**src/rtl/fetch_stage_if.sv**
```systemverilog
`default_nettype none
// ============================================================================
// Module : fetch_stage_if
// Desc   : Instruction-memory and decode handshake bundle for fetch_stage.
// Rev    : 1.0  initial release
// ============================================================================
interface fetch_stage_if;
  logic        ImemReq;
  logic [31:0] ImemAddr;
  logic        ImemGnt;
  logic        ImemRvalid;
  logic [31:0] ImemRdata;
  logic        RedirectEn;
  logic [31:0] RedirectPC;
  logic        InstrValid;
  logic        InstrReady;
  logic [31:0] Instr;
  logic [31:0] InstrPC;
  logic [31:0] PCPlus4;

  modport master (
    output ImemReq, ImemAddr, InstrValid, Instr, InstrPC, PCPlus4,
    input  ImemGnt, ImemRvalid, ImemRdata, RedirectEn, RedirectPC, InstrReady
  );

  modport slave (
    input  ImemReq, ImemAddr, InstrValid, Instr, InstrPC, PCPlus4,
    output ImemGnt, ImemRvalid, ImemRdata, RedirectEn, RedirectPC, InstrReady
  );
endinterface
`default_nettype wire

```
**src/rtl/fetch_stage.sv**
```systemverilog
`default_nettype none
// ============================================================================
// Module : fetch_stage
// Desc   : RISC-V fetch: PC, in-order imem requests, response FIFO, redirect.
// Rev    : 1.0  initial release
// ============================================================================
module fetch_stage #(
  parameter logic [31:0] RESET_PC = 32'h0000_0000,
  parameter int unsigned DEPTH    = 2
) (
  input logic           clk,
  input logic           rst_n,
  fetch_stage_if.master bus
);

  localparam int unsigned   AW  = (DEPTH > 1) ? $clog2(DEPTH) : 1;
  localparam int unsigned   CW  = AW + 1;
  localparam logic [CW-1:0] DEPTH_CNT = CW'(DEPTH);
  localparam logic [CW-1:0] ONE       = CW'(1);
  localparam logic [AW-1:0] PTR_ONE   = AW'(1);

  logic          rst_sync;
  logic [31:0]   pc;
  logic [CW-1:0] outstanding;
  logic [CW-1:0] discard;
  logic [CW-1:0] fifo_count;
  logic [CW-1:0] inflight_total;
  logic [AW-1:0] tag_wr;
  logic [AW-1:0] tag_rd;
  logic [AW-1:0] fifo_wr;
  logic [AW-1:0] fifo_rd;
  logic [31:0]   tag_mem    [DEPTH];
  logic [31:0]   fifo_instr [DEPTH];
  logic [31:0]   fifo_pc    [DEPTH];

  logic redirect;
  logic fifo_empty;
  logic issue;
  logic rsp;
  logic rsp_keep;
  logic pop;
  logic unused_redirect_lsbs;

  assign unused_redirect_lsbs = ^bus.RedirectPC[1:0];

  assign redirect       = bus.RedirectEn;
  assign fifo_empty     = (fifo_count == '0);
  // Every outstanding request owns a future FIFO slot, so this sum bounds occupancy.
  assign inflight_total = outstanding + fifo_count;

  assign bus.ImemReq  = rst_sync & ~redirect & (inflight_total < DEPTH_CNT);
  assign bus.ImemAddr = pc;
  assign issue        = bus.ImemReq & bus.ImemGnt;

  // Orphan responses (nothing outstanding) are ignored entirely.
  assign rsp      = bus.ImemRvalid & (outstanding != '0);
  assign rsp_keep = rsp & (discard == '0) & ~redirect;

  assign bus.InstrValid = ~fifo_empty & ~redirect;
  assign pop            = bus.InstrValid & bus.InstrReady;
  assign bus.Instr      = fifo_empty ? '0 : fifo_instr[fifo_rd];
  assign bus.InstrPC    = fifo_empty ? '0 : fifo_pc[fifo_rd];
  assign bus.PCPlus4    = fifo_empty ? '0 : fifo_pc[fifo_rd] + 32'd4;

  always_ff @(posedge clk or negedge rst_n) begin
    if (!rst_n) begin
      rst_sync <= 1'b0;
    end else begin
      rst_sync <= 1'b1;
    end
  end

  always_ff @(posedge clk or negedge rst_n) begin
    if (!rst_n) begin
      pc <= RESET_PC;
    end else if (redirect) begin
      pc <= {bus.RedirectPC[31:2], 2'b00};
    end else if (issue) begin
      pc <= pc + 32'd4;
    end
  end

  always_ff @(posedge clk or negedge rst_n) begin
    if (!rst_n) begin
      outstanding <= '0;
      discard     <= '0;
    end else begin
      outstanding <= outstanding + (issue ? ONE : '0) - (rsp ? ONE : '0);
      // Anything still in flight after a redirect belongs to the old path.
      if (redirect) begin
        discard <= outstanding - (rsp ? ONE : '0);
      end else if (rsp && (discard != '0)) begin
        discard <= discard - ONE;
      end
    end
  end

  always_ff @(posedge clk or negedge rst_n) begin
    if (!rst_n) begin
      tag_wr <= '0;
      tag_rd <= '0;
    end else if (redirect) begin
      tag_wr <= '0;
      tag_rd <= '0;
    end else begin
      if (issue) begin
        tag_wr <= tag_wr + PTR_ONE;
      end
      if (rsp_keep) begin
        tag_rd <= tag_rd + PTR_ONE;
      end
    end
  end

  always_ff @(posedge clk) begin
    if (issue) begin
      tag_mem[tag_wr] <= pc;
    end
  end

  always_ff @(posedge clk or negedge rst_n) begin
    if (!rst_n) begin
      fifo_wr    <= '0;
      fifo_rd    <= '0;
      fifo_count <= '0;
    end else if (redirect) begin
      fifo_wr    <= '0;
      fifo_rd    <= '0;
      fifo_count <= '0;
    end else begin
      if (rsp_keep) begin
        fifo_wr <= fifo_wr + PTR_ONE;
      end
      if (pop) begin
        fifo_rd <= fifo_rd + PTR_ONE;
      end
      fifo_count <= fifo_count + (rsp_keep ? ONE : '0) - (pop ? ONE : '0);
    end
  end

  always_ff @(posedge clk) begin
    if (rsp_keep) begin
      fifo_instr[fifo_wr] <= bus.ImemRdata;
      fifo_pc[fifo_wr]    <= tag_mem[tag_rd];
    end
  end

  a_no_orphan_rsp: assert property (@(posedge clk) disable iff (!rst_n)
    !(bus.ImemRvalid && (outstanding == '0)));

endmodule
`default_nettype wire

```
**src/flat_wrapper.sv**
```systemverilog
// flat-port wrapper written by rule: the top's interface ports become plain ports
module fetch_stage_flat 
#(
  parameter logic [31:0] RESET_PC = 32'h0000_0000,
  parameter int unsigned DEPTH    = 2
)
  (clk, rst_n, bus_ImemReq, bus_ImemAddr, bus_InstrValid, bus_Instr, bus_InstrPC, bus_PCPlus4, bus_ImemGnt, bus_ImemRvalid, bus_ImemRdata, bus_RedirectEn, bus_RedirectPC, bus_InstrReady);
  fetch_stage_if bus_i ();
  input logic clk;
  input logic rst_n;
  output wire logic [$bits(bus_i.ImemReq)-1:0] bus_ImemReq;
  output wire logic [$bits(bus_i.ImemAddr)-1:0] bus_ImemAddr;
  output wire logic [$bits(bus_i.InstrValid)-1:0] bus_InstrValid;
  output wire logic [$bits(bus_i.Instr)-1:0] bus_Instr;
  output wire logic [$bits(bus_i.InstrPC)-1:0] bus_InstrPC;
  output wire logic [$bits(bus_i.PCPlus4)-1:0] bus_PCPlus4;
  input wire logic [$bits(bus_i.ImemGnt)-1:0] bus_ImemGnt;
  input wire logic [$bits(bus_i.ImemRvalid)-1:0] bus_ImemRvalid;
  input wire logic [$bits(bus_i.ImemRdata)-1:0] bus_ImemRdata;
  input wire logic [$bits(bus_i.RedirectEn)-1:0] bus_RedirectEn;
  input wire logic [$bits(bus_i.RedirectPC)-1:0] bus_RedirectPC;
  input wire logic [$bits(bus_i.InstrReady)-1:0] bus_InstrReady;
  assign bus_ImemReq = bus_i.ImemReq;
  assign bus_ImemAddr = bus_i.ImemAddr;
  assign bus_InstrValid = bus_i.InstrValid;
  assign bus_Instr = bus_i.Instr;
  assign bus_InstrPC = bus_i.InstrPC;
  assign bus_PCPlus4 = bus_i.PCPlus4;
  assign bus_i.ImemGnt = bus_ImemGnt;
  assign bus_i.ImemRvalid = bus_ImemRvalid;
  assign bus_i.ImemRdata = bus_ImemRdata;
  assign bus_i.RedirectEn = bus_RedirectEn;
  assign bus_i.RedirectPC = bus_RedirectPC;
  assign bus_i.InstrReady = bus_InstrReady;
  fetch_stage #(.RESET_PC(RESET_PC), .DEPTH(DEPTH)) u_core (.clk(clk), .rst_n(rst_n), .bus(bus_i));
endmodule
```
**config.mk**
```make
export PLATFORM = sky130hd
export DESIGN_NAME = fetch_stage_flat
export DESIGN_NICKNAME = d
export VERILOG_FILES = /design/src/rtl/fetch_stage_if.sv /design/src/rtl/fetch_stage.sv /design/src/flat_wrapper.sv
export SDC_FILE = /design/constraint.sdc
export NUM_CORES = 1
export LEC_CHECK = 0
export BUFFER_PORTS_ARGS = -buffer_cell sky130_fd_sc_hd__buf_2
export CAP_MARGIN = 20
export CORE_ASPECT_RATIO = 0.6
export CORE_MARGIN = 3
export CORE_UTILIZATION = 24
export DETAILED_ROUTE_END_ITERATION = 6
export GPL_TIMING_DRIVEN = 0
export PLACE_DENSITY_LB_ADDON = 0.15
export SLEW_MARGIN = 20
export SYNTH_ARGS = -nofsm -noshare
export SYNTH_HDL_FRONTEND = slang
export SYNTH_SLANG_ARGS = --single-unit
```
**constraint.sdc**
```tcl
create_clock -name clk -period 6.58 [get_ports clk]
set_clock_uncertainty 0.05 [all_clocks]
set_input_delay 1.645 -clock clk [delete_from_list [all_inputs] [get_ports clk]]
set_output_delay 1.645 -clock clk [all_outputs]
set_load 0.005 [all_outputs]
```
# After elaboration in Yosys (flattened, before gate mapping)
# Memory sizes are Yosys's and may differ from the RTL's.
# Index checks and enable logic that the tools add are counted.
# word_totals
ff_bits,43
ramBits,192
input_bits,70
out_inout_bits,130
elab_cells,69
n_memories,3
# classes
addsub,13
n_lt_le_gt_ge,1
n_mux,24
bitwise,10
reduce_logical,9
# mem_list
memory,depth,width,rd,rd_clocked_by_memory_dff,write_ports,line_no,source
u_core.fifo_instr,2,32,1,0,1,fetch_stage.sv:33,logic [31:0] fifo_instr [DEPTH];
u_core.fifo_pc,2,32,1,0,1,fetch_stage.sv:34,logic [31:0] fifo_pc [DEPTH];
u_core.tag_mem,2,32,1,0,1,fetch_stage.sv:32,logic [31:0] tag_mem [DEPTH];
# ops
cell,n
2-to-1 mux 32 bit,5
adder 32 x 3 -> 32 bit (second input constant),2
2-to-1 mux 1 bit,16
nonzero test 2 bit,6
AND 1 bit,8
adder 2 bit,3
2-to-1 mux 2 bit,3
subtractor 2 bit,3
adder 1 bit (second input constant),4
zero test 2 bit,2
less-than comparator 2 bit (second input constant),1
NOT 1 bit,2
subtractor 2 x 1 -> 2 bit (second input constant),1
logical AND 1 bit,1

# Logic depth before layout (Yosys ltp)
# Gate-level depths: netlist (run 1).
# logic_depth
word_depth,8
mapped_depth,9
depth_no_buf,7

# Least setup slack after synthesis (run 1)
# OpenSTA, ideal clock, no wires.
# synth_path
path_type,input-to-reg
start,in bus_RedirectEn
end,mem u_core.fifo_instr[0][0] (enable)
setup_time_ns,0.559
arrival_time_ns,6.326
t_required_ns,5.971
setup_slack_ns,-0.355
stages,3
n_path_buf,2
cell_sequence,clkbuf_1 -> buf_1 -> nor3_1
# synth_between
elab_chain_len,4
# synth_lines
item,line_no,source
from (decl),flat_wrapper.sv:20,input wire logic [$bits(bus_i.RedirectEn)-1:0] bus_RedirectEn;
NOT 1 bit,fetch_stage.sv:57,assign rsp_keep = rsp & (discard == '0) & ~redirect;
AND 1 bit,fetch_stage.sv:57,
2-to-1 mux 1 bit,fetch_stage.sv:142,if (rsp_keep) begin
2-to-1 mux 1 bit (implied by the code),fetch_stage.sv:143,fifo_instr[fifo_wr] <= bus.ImemRdata;
to (decl),fetch_stage.sv:33,
# Every way passes these cells.

# Final worst setup path (run 1)
# layout_path
start,reg u_core.fifo_rd
end,out bus_PCPlus4[30]
# layout_between
elab_chain_len,3
# layout_lines
item,line_no,source
from (decl),fetch_stage.sv:31,logic [AW-1:0] fifo_rd;
from (signal assigned),fetch_stage.sv:135,fifo_rd <= fifo_rd + PTR_ONE;
memory (2 x 32 bit),n/a,
adder 32 x 3 -> 32 bit,fetch_stage.sv:63,assign bus.PCPlus4 = fifo_empty ? '0 : fifo_pc[fifo_rd] + 32'd4;
2-to-1 mux 32 bit,fetch_stage.sv:63,
to (decl),flat_wrapper.sv:16,output wire logic [$bits(bus_i.PCPlus4)-1:0] bus_PCPlus4;
# Every way passes these cells.

==> results of run 1 <==
[logic make-up after synthesis]
logic type,count (synthesis),synth area share (%)
and+or+nand+nor,261,12.6
DFF,225,63.8
AOI/OAI and AO/OA,104,7.64
muxes,95,9.69
buffers and inverters,63,2.82
xor gates and xnor gates,28,2.46
adders and majority gates,7,0.853
other,2,0.0732
[synthesized netlist by cell type, types with 2 or more instances]
master / count
a221o_1: 14
clkbuf_1: 12
edfxtp_1: 184
o311ai_0: 3
nor2b_1: 5
buf_1: 7
o31a_1: 7
o31ai_1: 8
or2_2: 2
ha_1: 7
nand4b_1: 5
xor2_1: 8
nand3b_1: 2
nand3_1: 28
o21bai_1: 6
nor3b_1: 4
o41ai_1: 2
conb_1: 2
dfrtp_1: 41
nor2_1: 94
nor4_1: 7
a22oi_1: 6
a21o_1: 7
or4_1: 3
inv_1: 20
nor3_1: 12
buf_2: 15
mux2i_1: 60
a21boi_0: 3
nand2_1: 53
nand4_1: 17
nand3_2: 2
xnor2_1: 19
and2_1: 10
buf_4: 7
o211ai_1: 4
o21ai_0: 18
or3_1: 6
a31oi_1: 2
mux2_2: 35
a21oi_1: 12
and3_1: 5
[area by class of cell]
type / count / area (sq um) / area share [%]
inverters: 21 / 78.8 / 0.610
clock buffers: 33 / 686 / 5.31
repair buffers: 200 / 1110 / 8.62
flip-flops and latches: 225 / 6550 / 50.7
multi-input cells: 502 / 3460 / 26.8
well taps: 560 / 701 / 5.42
plain buffers: 42 / 210 / 1.63
clock inverters: 13 / 120 / 0.929
[placed cells by master, fill, tap and decap left out, types with 11 or more instances in the layout]
cell       instances
a21oi_1           12
a221o_1           14
buf_2            205
clkbuf_1          17
clkbuf_16         25
dfrtp_1           41
edfxtp_1         184
inv_1             20
mux2_2            35
mux2i_1           60
nand2_1           53
nand3_1           28
nand4_1           17
nor2_1            93
nor3_1            11
o21ai_0           18
xnor2_1           19
[metrics by stage]
step | cells | total power, W
finish | 1596 | 0.00400
floorplan | 790 | 0.00226
global placement | 1541 | 0.00265
CTS | 1595 | 0.00408
detailed placement | 1549 | 0.00267
global route | 1596 | 0.00424
[state kept, by name, indices dropped and copies added (netlist names)]
register,cells
u_core.bus.ImemAddr,30
u_core.fifo_rd,1
u_core.fifo_count,2
u_core.fifo_pc,60
u_core.fifo_instr,64
u_core.tag_rd,1
u_core.outstanding,2
u_core.discard,2
u_core.tag_wr,1
u_core.tag_mem,60
u_core.fifo_wr,1
u_core.rst_sync,1
[layer usage]
layer	up-vias	share of wire, %
li1	3403	-
met1	3520	49
met4	0	1.4
met5	-	0
met2	138	45
met3	28	4.3
[worst paths after layout]
check | cells after the start | to | slack, ns
hold reg to reg | 1 | u_core.fifo_pc[0][5] | 0.52
setup reg to reg | 8 | u_core.tag_mem[1][10] | 3.68
max in group asynchronous | 1 | u_core.bus.ImemAddr[9] | 4.95
min in group asynchronous | 1 | u_core.bus.ImemAddr[27] | 1.07
hold / removal | 1 | u_core.fifo_pc[0][5] | 0.52
setup / recovery | 9 | bus_PCPlus4[30] | 0.99
[power by group through the flow]
stage / clock [W] / combinational (W) / sequential (W)
2_1_floorplan: 0 / 0.000486 / 0.00178
3_3_place_gp: 0 / 0.000838 / 0.00182
3_5_place_dp: 0 / 0.000856 / 0.00181
4_1_cts: 0.00144 / 0.000860 / 0.00178
5_1_grt: 0.00151 / 0.000934 / 0.00180
6_report: 0.00138 / 0.000835 / 0.00178
[critical path: cells and delay by family, from the launching register on]
kind / cells / cell delay [ns]
adders and majority gates: 1 / 0.15
buffers and inverters: 4 / 0.96
and+or+nand+nor: 1 / 0.48
AOI/OAI and AO/OA: 2 / 1.03
DFF: 1 / 0.44
muxes: 1 / 0.28
==> reports/results.ini, run 1 <==
[outcome]
status = complete, no violations

[detailed_routing]
detail_route.wl_per_cell_microns = 19.6
drt_wl_total_mm = 31.3
antenna_left = 0
drtPass1Iterations = 4
drc_errors = 0
vias = 7089
drt_iter0_markers = 377
post_drt_via_cell_ratio = 4.44

[timing]
rsz0062_at_grt = no
slew_viol_final = 0
finalCritPeriodShare_pct = 85.0
setup_viol = 0
hold_viol_final = 0
setup_ws_ns = 0.987
max_freq_ghz = 0.179
timing.max_slew.rel_slack_pct = 38.0
min_period_ns = 5.59
setup_tns_ns = 0
hold-worst-slack_ns = 0.516
worstMarginPinSlew_ns = 0.926

[cts]
path_clk_slew_ns = 0.06
cts_root_buf = clkbuf_16
cts_tree = yes
postCtsHoldBufs = 0
h-tree-depth = 1
numCtsBuffers = 25
clockBufferDepth = 3
cts_setup_buffers = 0
worstSkewPairLatency_ns = 0.54
cts_resized = 0
clock_sinks = 225

[critical_path]
crit_start = u_core.fifo_rd
end_kind = output port
cp_cell_sequence = buf_2 -> buf_2 -> mux2_2 -> ha_1 -> inv_1 -> a21oi_2 -> nand4_1 -> o41ai_1 -> buf_2
cp_common_cell = buf_2
critPathSlowestCell = o41ai_1
crit_required_ns = 4.89
cp.arrival_ns = 3.90
r2r-start = u_core.fifo_count[1]
crit_fanout = 10
path_class = flip-flop to output port
slowest_delay_ns = 0.62
cp-start-kind = flip-flop

[synthesis]
synth_cells = 785
synthFlopType = edfxtp_1
synth_top_area_share_pct = 53.8
synth_edf_count = 184
ys_types = 63
syn_area_sq_um = 10300
yosys.area.top_type = edfxtp_1
async_reset_ff_share_pct = 18.2
syn_avg_cell_area_sq_um = 13.1
yosys_warnings = 0
synth_area_leaders = edfxtp_1 (54%), dfrtp_1 (10%), mux2i_1 (5.9%)
ys_seq_elements = 225
ys_seq_area_share_pct = 63.8

[grt]
gr-usage-met1_pct = 19.9
grt_usage_pct = 13.7
grt_overflow = 0
met3_usage_pct = 2.70
grt_use_met2_pct = 21.5
grt_pass1_vias = 7183
antenna_found_initial = 0
grt_pass1_wl_mm = 47.1
top_usage_layer = met2
grt_max_degree = 42

[final_layout]
fillerInstances = 4242
syn_to_final_growth_pct = 25.9
fin_util_pct = 31.3
drive_gt1_share_pct = 30.5
n_antenna_cell = 0
design_area_sq_um = 12900
final_nets = 1094

[pwr]
seq_power_share_pct = 44.5
intPower_w = 0.00283
clock_power_share_pct = 34.6
power_density_nw_per_um2 = 309
comb_power_share_pct = 20.9
switching_share_pct = 29.2
leakage_nw = 4.86
p_switching_w = 0.00117
ir_drop_v = 0.000171

[floorplan]
fp.dieW_microns = 273
dieArea_sq_um = 45400
io_pins = 200
initial_core_util_pct = 24.9
rows = 57
die_h_microns = 166
core_area_sq_um = 41300

[place]
place.gp.congestion = 0.744
io_buffers = 191
pre_cts_ws_ns = 1.50
place_area_sq_um = 12100
hpwl_mm = 23.6

[min_path]
hold_path.class = flip-flop to flip-flop
hold_start = u_core.tag_mem[1][5]

[run]
maxCapViolCount = 0

Note: power is estimated with default switching activity, not from simulation.
==> inputs of run 2 (changes only) <==
Settings changed: RECOVER_POWER from default to 100.
==> run 2 against run 1 <==
  * The run now ends with capacitance limit, slew limit left
  * Non-clock buffer count is the same
  * Largest cell class unchanged
  * Highest routed layer unchanged
  * Combinational power decreased by 6.0%
  * Sequential power about the same
  * Final area decreased by 2.4%
  * Final cell count did not move
  * First-iteration DRC count rose by 4.8%
  * Critical path depth stayed put
  * Register-to-register slack worse by 1.9 ns
==> reports/results.ini, run 2 (synthesized netlist as in run 1, its figures left out) <==
[cts]
postCtsHoldBufs = 0  ; unchanged
clock_sinks = 225  ; unchanged
cts_resized = 0  ; unchanged
worstSkewPairLatency_ns = 0.54  ; about the same
cts_root_buf = clkbuf_16
cts_setup_buffers = 0  ; unchanged
clockBufferDepth = 3  ; unchanged
cts_tree = yes
path_clk_slew_ns = 0.06  ; about the same
h-tree-depth = 1  ; unchanged
numCtsBuffers = 25  ; unchanged

[pwr]
comb_power_share_pct = 19.9  ; -1.0 points
intPower_w = 0.00278  ; -1.7%
leakage_nw = 4.33  ; -11%
switching_share_pct = 29.6  ; +0.41 points
clock_power_share_pct = 35.1  ; +0.5 points
power_density_nw_per_um2 = 313  ; +1.2%
seq_power_share_pct = 45.1  ; +0.6 points
ir_drop_v = 0.000171  ; -0.18%
p_switching_w = 0.00117  ; +0.23%
fin_total_pwr_w = 0.00395  ; -1.2%

[detailed_routing]
drt_wl_total_mm = 31.4  ; +0.35%
vias = 7104  ; +0.21%
detail_route.wl_per_cell_microns = 19.7  ; +0.35%
antenna_left = 0  ; unchanged
drt_iter0_markers = 395  ; +4.8%
drtPass1Iterations = 4  ; unchanged
drc_errors = 0  ; unchanged
post_drt_via_cell_ratio = 4.45  ; +0.21%

[floorplan]
initial_core_util_pct = 24.9  ; unchanged
core_area_sq_um = 41300  ; unchanged
die_h_microns = 166  ; unchanged
dieArea_sq_um = 45400  ; unchanged
fp.dieW_microns = 273  ; unchanged
io_pins = 200  ; unchanged
rows = 57  ; unchanged

[timing]
setup_tns_ns = 0  ; unchanged
worstMarginPinSlew_ns = 2.63  ; +1.71 ns
rsz0062_at_grt = no
setup_viol = 0  ; unchanged
finalCritPeriodShare_pct = 88.5  ; +3.5 points
timing.max_slew.rel_slack_pct = -75.5  ; -110 points
max_freq_ghz = 0.172  ; -3.9%
hold-worst-slack_ns = 0.508  ; -0.00790 ns
hold_viol_final = 0  ; unchanged
min_period_ns = 5.82  ; +0.229 ns
slew_viol_final = 107  ; +107

[grt]
gr-usage-met1_pct = 19.9  ; unchanged
antenna_found_initial = 0  ; unchanged
grt_use_met2_pct = 21.5  ; unchanged
grt_max_degree = 42  ; unchanged
top_usage_layer = met2
met3_usage_pct = 2.70  ; unchanged
grt_overflow = 0  ; unchanged
grt_usage_pct = 13.7  ; unchanged
grt_pass1_wl_mm = 47.1  ; unchanged
grt_pass1_vias = 7183  ; unchanged

[final_layout]
fin_util_pct = 30.6  ; -0.74 points
fillerInstances = 4293  ; +1.2%
final_cell_mix = edfxtp_1 (184), clkbuf_1 (153), nor2_1 (94)
top_register = u_core.fifo_instr
n_antenna_cell = 0  ; unchanged
final_nets = 1094  ; unchanged
final_common_cell = edfxtp_1
syn_to_final_growth_pct = 22.9
reg_top3 = u_core.fifo_instr (64), u_core.fifo_pc (60), u_core.tag_mem (60)
drive_gt1_share_pct = 14.6  ; -16 points
largest_reg_flops = 64  ; unchanged

[min_path]
hold_path.class = flip-flop to flip-flop

[run]
maxCapViolCount = 3  ; +3

[critical_path]
cp_cell_sequence = clkbuf_1 -> buf_2 -> mux2_1 -> ha_1 -> inv_1 -> a21oi_2 -> nand4_1 -> o41ai_1 -> clkbuf_1
cp-start-kind = flip-flop
end_kind = output port
critPathSlowestCell = o41ai_1
r2r_slack_ns = 1.76  ; -1.92 ns
cp_top_family = buffers and inverters
cp_num_buf_inv = 4  ; unchanged
path_class = flip-flop to output port
crit_required_ns = 4.89  ; about the same
slowest_delay_ns = 0.59  ; -0.03 ns
crit_fanout = 10  ; unchanged
cp.arrival_ns = 4.13  ; +0.23 ns
cp_common_cell = clkbuf_1

[place]
io_buffers = 191  ; unchanged
place.gp.congestion = 0.744  ; unchanged
hpwl_mm = 23.6  ; unchanged

[outcome]
violations = capacitance limit, slew limit
status = finished with violations

## run 2: path summary, 6_finish.rpt
path,startpoint,end,depth (start not counted)
min,u_core.tag_mem[0][3],u_core.fifo_pc[1][3],1
min reg2reg,u_core.tag_mem[0][3],u_core.fifo_pc[1][3],1
max in group asynchronous,rst_n,u_core.bus.ImemAddr[9],1
max reg2reg,u_core.discard[0],u_core.fifo_instr[1][31],6
max,u_core.fifo_rd,bus_PCPlus4[30],9
min in group asynchronous,rst_n,u_core.bus.ImemAddr[27],1
## run 2: power by group through the flow
stage	clock, W	sequential (W)	combinational [W]
floorplan	0	0.00178	0.000486
global placement	0	0.00182	0.000838
detailed placement	0	0.00181	0.000856
CTS	0.00144	0.00178	0.000860
global route	0.00151	0.00180	0.000884
finish	0.00139	0.00178	0.000785
## run 2: layout make-up
| cell class | count | area [sq um] | area share [%] |
|---|---|---|---|
| repair buffers | 200 | 856 | 6.78 |
| plain buffers | 42 | 190 | 1.51 |
| multi-input cells | 502 | 3430 | 27.2 |
| inverters | 21 | 78.8 | 0.625 |
| clock inverters | 13 | 120 | 0.952 |
| well taps | 560 | 701 | 5.55 |
| flip-flops and latches | 225 | 6550 | 51.9 |
| clock buffers | 33 | 686 | 5.43 |
## run 2: metrics by stage
stage	setup slack, ns	instance area [sq um]	instances
5_1_grt	0.401	12600	1596
3_3_place_gp	-0.870	11900	1541
6_report	0.758	12600	1596
2_1_floorplan	1.54	10300	790
4_1_cts	0.889	12900	1595
3_5_place_dp	1.50	12100	1549
## run 2: layer usage
layer,share of wire [%],vias up
met3,4.4,30
met4,1.6,0
li1,-,3412
met2,45,141
met1,49,3521
met5,0,-
==> inputs of run 3 (changes only) <==
Settings changed: ABC_AREA from default to 1.
==> run 3 against run 2 <==
  * The flow still finishes with violations (capacitance limit, slew limit)
  * Count of clock-buffer cells in the layout shrank 1
  * Sequential share of layout area shrank 2.6 points
  * Register-to-register slack gained 0.83 ns
  * Sequential power grew 3%
  * Largest power group unchanged
  * Sequential cell count is the same
  * Critical path type unchanged
  * Synthesized cell count grew 48%
  * Global-route usage grew 0.30 points
  * Via count grew 19%
  * Worst setup slack gained 0.46 ns
  * Area after synthesis grew 5.8%
  * Final area grew 5.2%
  * Non-clock buffer count grew 2
==> reports/results.ini, run 3 <==
[grt]
grt_max_degree = 42  ; unchanged
grt_pass1_vias = 8228  ; +15%
antenna_found_initial = 0  ; unchanged
grt_overflow = 0  ; unchanged
grt_usage_pct = 14.0  ; +0.30 points
grt_pass1_wl_mm = 51.0  ; +8.3%

[pwr]
switching_share_pct = 33.1  ; +3.5 points
seq_power_share_pct = 41.7  ; -3.4 points
comb_power_share_pct = 23.9  ; +4.0 points
intPower_w = 0.00294  ; +5.6%
ir_drop_v = 0.000186  ; +9.0%
clock_power_share_pct = 34.5  ; -0.6 points
leakage_nw = 5.45  ; +26%
power_density_nw_per_um2 = 331  ; +5.6%
p_switching_w = 0.00145  ; +24%

[synthesis]
synth_edf_count = 184  ; unchanged
post-synth-top-count-cell = nand2_1
synthFlopType = edfxtp_1
yosys.area.top_type = edfxtp_1
synth_area_leaders = edfxtp_1 (51%), nand2_1 (14%), dfrtp_1 (9.5%)
synth_cells = 1165  ; +48%
yosys_warnings = 0  ; unchanged
syn_avg_cell_area_sq_um = 9.32  ; -29%
ys_types = 42  ; -33%
async_reset_ff_share_pct = 18.2  ; unchanged
ys_seq_elements = 225  ; unchanged
ys_seq_area_share_pct = 60.4  ; -3.5 points
syn_area_sq_um = 10900  ; +5.8%
synth_top_area_share_pct = 50.9  ; -2.9 points
ys_top_cells_by_count = nand2_1 (405), edfxtp_1 (184), inv_1 (106), nand3_1 (94), nor2_1 (91)

[detailed_routing]
drt_wl_total_mm = 33.8  ; +7.6%
met2_wirelength_mm = 14.1  ; -0.38%
top_layer_used = met4
wl_met3_mm = 1.80  ; +30%
antenna_left = 0  ; unchanged
vias = 8443  ; +19%
drt_iter0_markers = 558  ; +41%
drtPass1Iterations = 5  ; +1
drc_errors = 0  ; unchanged
detail_route.wl_per_cell_microns = 16.9  ; -14%
wl_met1_mm = 17.4  ; +13%
post_drt_via_cell_ratio = 4.23  ; -4.9%

[final_layout]
top_register = u_core.fifo_instr
final_common_cell = nand2_1
final_nets = 1471  ; +34%
drive_gt1_share_pct = 13.3  ; -1.3 points
largest_reg_flops = 64  ; unchanged
fin_util_pct = 30.2  ; -0.40 points
syn_to_final_growth_pct = 22.2
reg_top3 = u_core.fifo_instr (64), u_core.fifo_pc (60), u_core.tag_mem (60)
final_cell_mix = nand2_1 (406), edfxtp_1 (184), clkbuf_1 (144)

[cts]
path_clk_slew_ns = 0.06  ; about the same
cts_resized = 0  ; unchanged
cts_setup_buffers = 0  ; unchanged
cts_tree = yes
cts_root_buf = clkbuf_16
worstSkewPairLatency_ns = 0.55  ; about the same
postCtsHoldBufs = 0  ; unchanged
clock_sinks = 225  ; unchanged
clockBufferDepth = 3  ; unchanged
h-tree-depth = 1  ; unchanged
numCtsBuffers = 26  ; +4.0%

[timing]
hold_viol_final = 0  ; unchanged
max_freq_ghz = 0.187  ; +8.7%
setup_tns_ns = 0  ; unchanged
setup_viol = 0  ; unchanged
rsz0062_at_grt = no
worstMarginPinSlew_ns = 2.41  ; -0.219 ns
finalCritPeriodShare_pct = 81.4  ; -7.1 points
slew_viol_final = 83  ; -22%
min_period_ns = 5.36  ; -0.464 ns
timing.max_slew.rel_slack_pct = -60.9  ; +15 points

[floorplan]
initial_core_util_pct = 24.7  ; -0.18 points
core_area_sq_um = 44000  ; +6.5%
dieArea_sq_um = 47900  ; +5.6%
rows = 59  ; +3.5%
fp.dieW_microns = 281  ; +2.8%
io_pins = 200  ; unchanged
die_h_microns = 171  ; +2.7%

[critical_path]
r2r_slack_ns = 2.59  ; +0.83 ns
rr_worst_depth = 7  ; +1
path_class = flip-flop to output port
crit_start = u_core.fifo_rd
crit_required_ns = 4.89  ; about the same
endpoint = bus_PCPlus4[28]
cp-start-kind = flip-flop
r2r-start = u_core.discard[0]
reg2reg_to = u_core.fifo_pc[1][3]
crit_fanout = 10  ; unchanged
cp.arrival_ns = 3.66  ; -0.47 ns
end_kind = output port

[outcome]
status = finished with violations
violations = capacitance limit, slew limit

[place]
hpwl_mm = 25.5  ; +8.2%
io_buffers = 191  ; unchanged
place.gp.congestion = 0.828  ; +11%

[min_path]
hold_path.class = flip-flop to flip-flop

[run]
maxCapViolCount = 3  ; unchanged

## run 3: cell type report
class | instances | area [sq um]
Sequential cell | 225 | 6550
Tap cell | 579 | 724
Clock inverter | 16 | 198
Timing Repair Buffer | 196 | 845
Multi-Input combinational cell | 785 | 3570
Antenna cell | 1 | 2.50
Buffer | 48 | 264
Fill cell | 4698 | 30700
Inverter | 112 | 420
Clock buffer | 32 | 694
## run 3: how the worst min path moves through the flow
| stage | start | endpoint | slack [ns] | cells past startpoint |
|---|---|---|---|---|
| after CTS | u_core.tag_mem[0][23] | u_core.fifo_pc[1][23] | 0.50 | 2 |
| after floorplan | u_core.tag_mem[0][10] | u_core.fifo_pc[0][10] | 0.45 | 2 |
| after detailed placement | u_core.tag_mem[0][22] | u_core.fifo_pc[1][22] | 0.47 | 2 |
| after global routing | u_core.tag_mem[1][26] | u_core.fifo_pc[0][26] | 0.51 | 2 |
| after global placement | u_core.tag_mem[0][22] | u_core.fifo_pc[1][22] | 0.47 | 2 |
| final | u_core.tag_mem[0][26] | u_core.fifo_pc[0][26] | 0.49 | 2 |
## run 3: kinds of logic after synthesis
family	count (synthesis)	share of synthesized area [%]
fa+ha+maj	7	0.807
other cells	2	0.0692
simple gates	657	25.9
flops	225	60.4
compound gates	95	4.91
xor+xnor	19	1.53
buf+inv	160	6.47
## run 3: through the flow
stage / total power [W] / setup WS [ns] / area (sq um) / std cells / hold slack [ns]
floorplan: 0.00245 / 1.36 / 10900 / 1170 / 0.454
global placement: 0.00296 / -0.972 / 12600 / 1940 / 0.470
detailed placement: 0.00298 / 2.28 / 12700 / 1945 / 0.471
CTS: 0.00451 / 1.67 / 13600 / 1993 / 0.497
global route: 0.00468 / 0.829 / 13300 / 1993 / 0.513
finish: 0.00439 / 1.22 / 13300 / 1994 / 0.494
## run 3: per-layer routing
metal,GRT usage (%),vias up
li1,-,4278
met1,21.2,3937
met2,20.9,192
met3,2.70,36
met4,2.40,0
met5,0,-
## run 3: power by group through the flow
stage,Clock (W),Sequential (W),Combinational (W)
after CTS,0.00156,0.00183,0.00112
final,0.00151,0.00183,0.00105
after global placement,0,0.00187,0.00110
after floorplan,0,0.00181,0.000640
after global routing,0.00163,0.00185,0.00121
after detailed placement,0,0.00186,0.00112
## run 3: worst max-delay path, stage by stage, from the launching register on
cell,delay (ns)
dfrtp_1,0.38
clkbuf_1,0.53
o21ai_0,0.40
inv_1,0.16
ha_1,0.17
nand2_1,0.07
nor2_1,0.26
nand3_1,0.23
nor2_1,0.53
nand2_1,0.10
nand2_1,0.08
nand2_1,0.04
inv_1,0.06
clkbuf_1,0.12
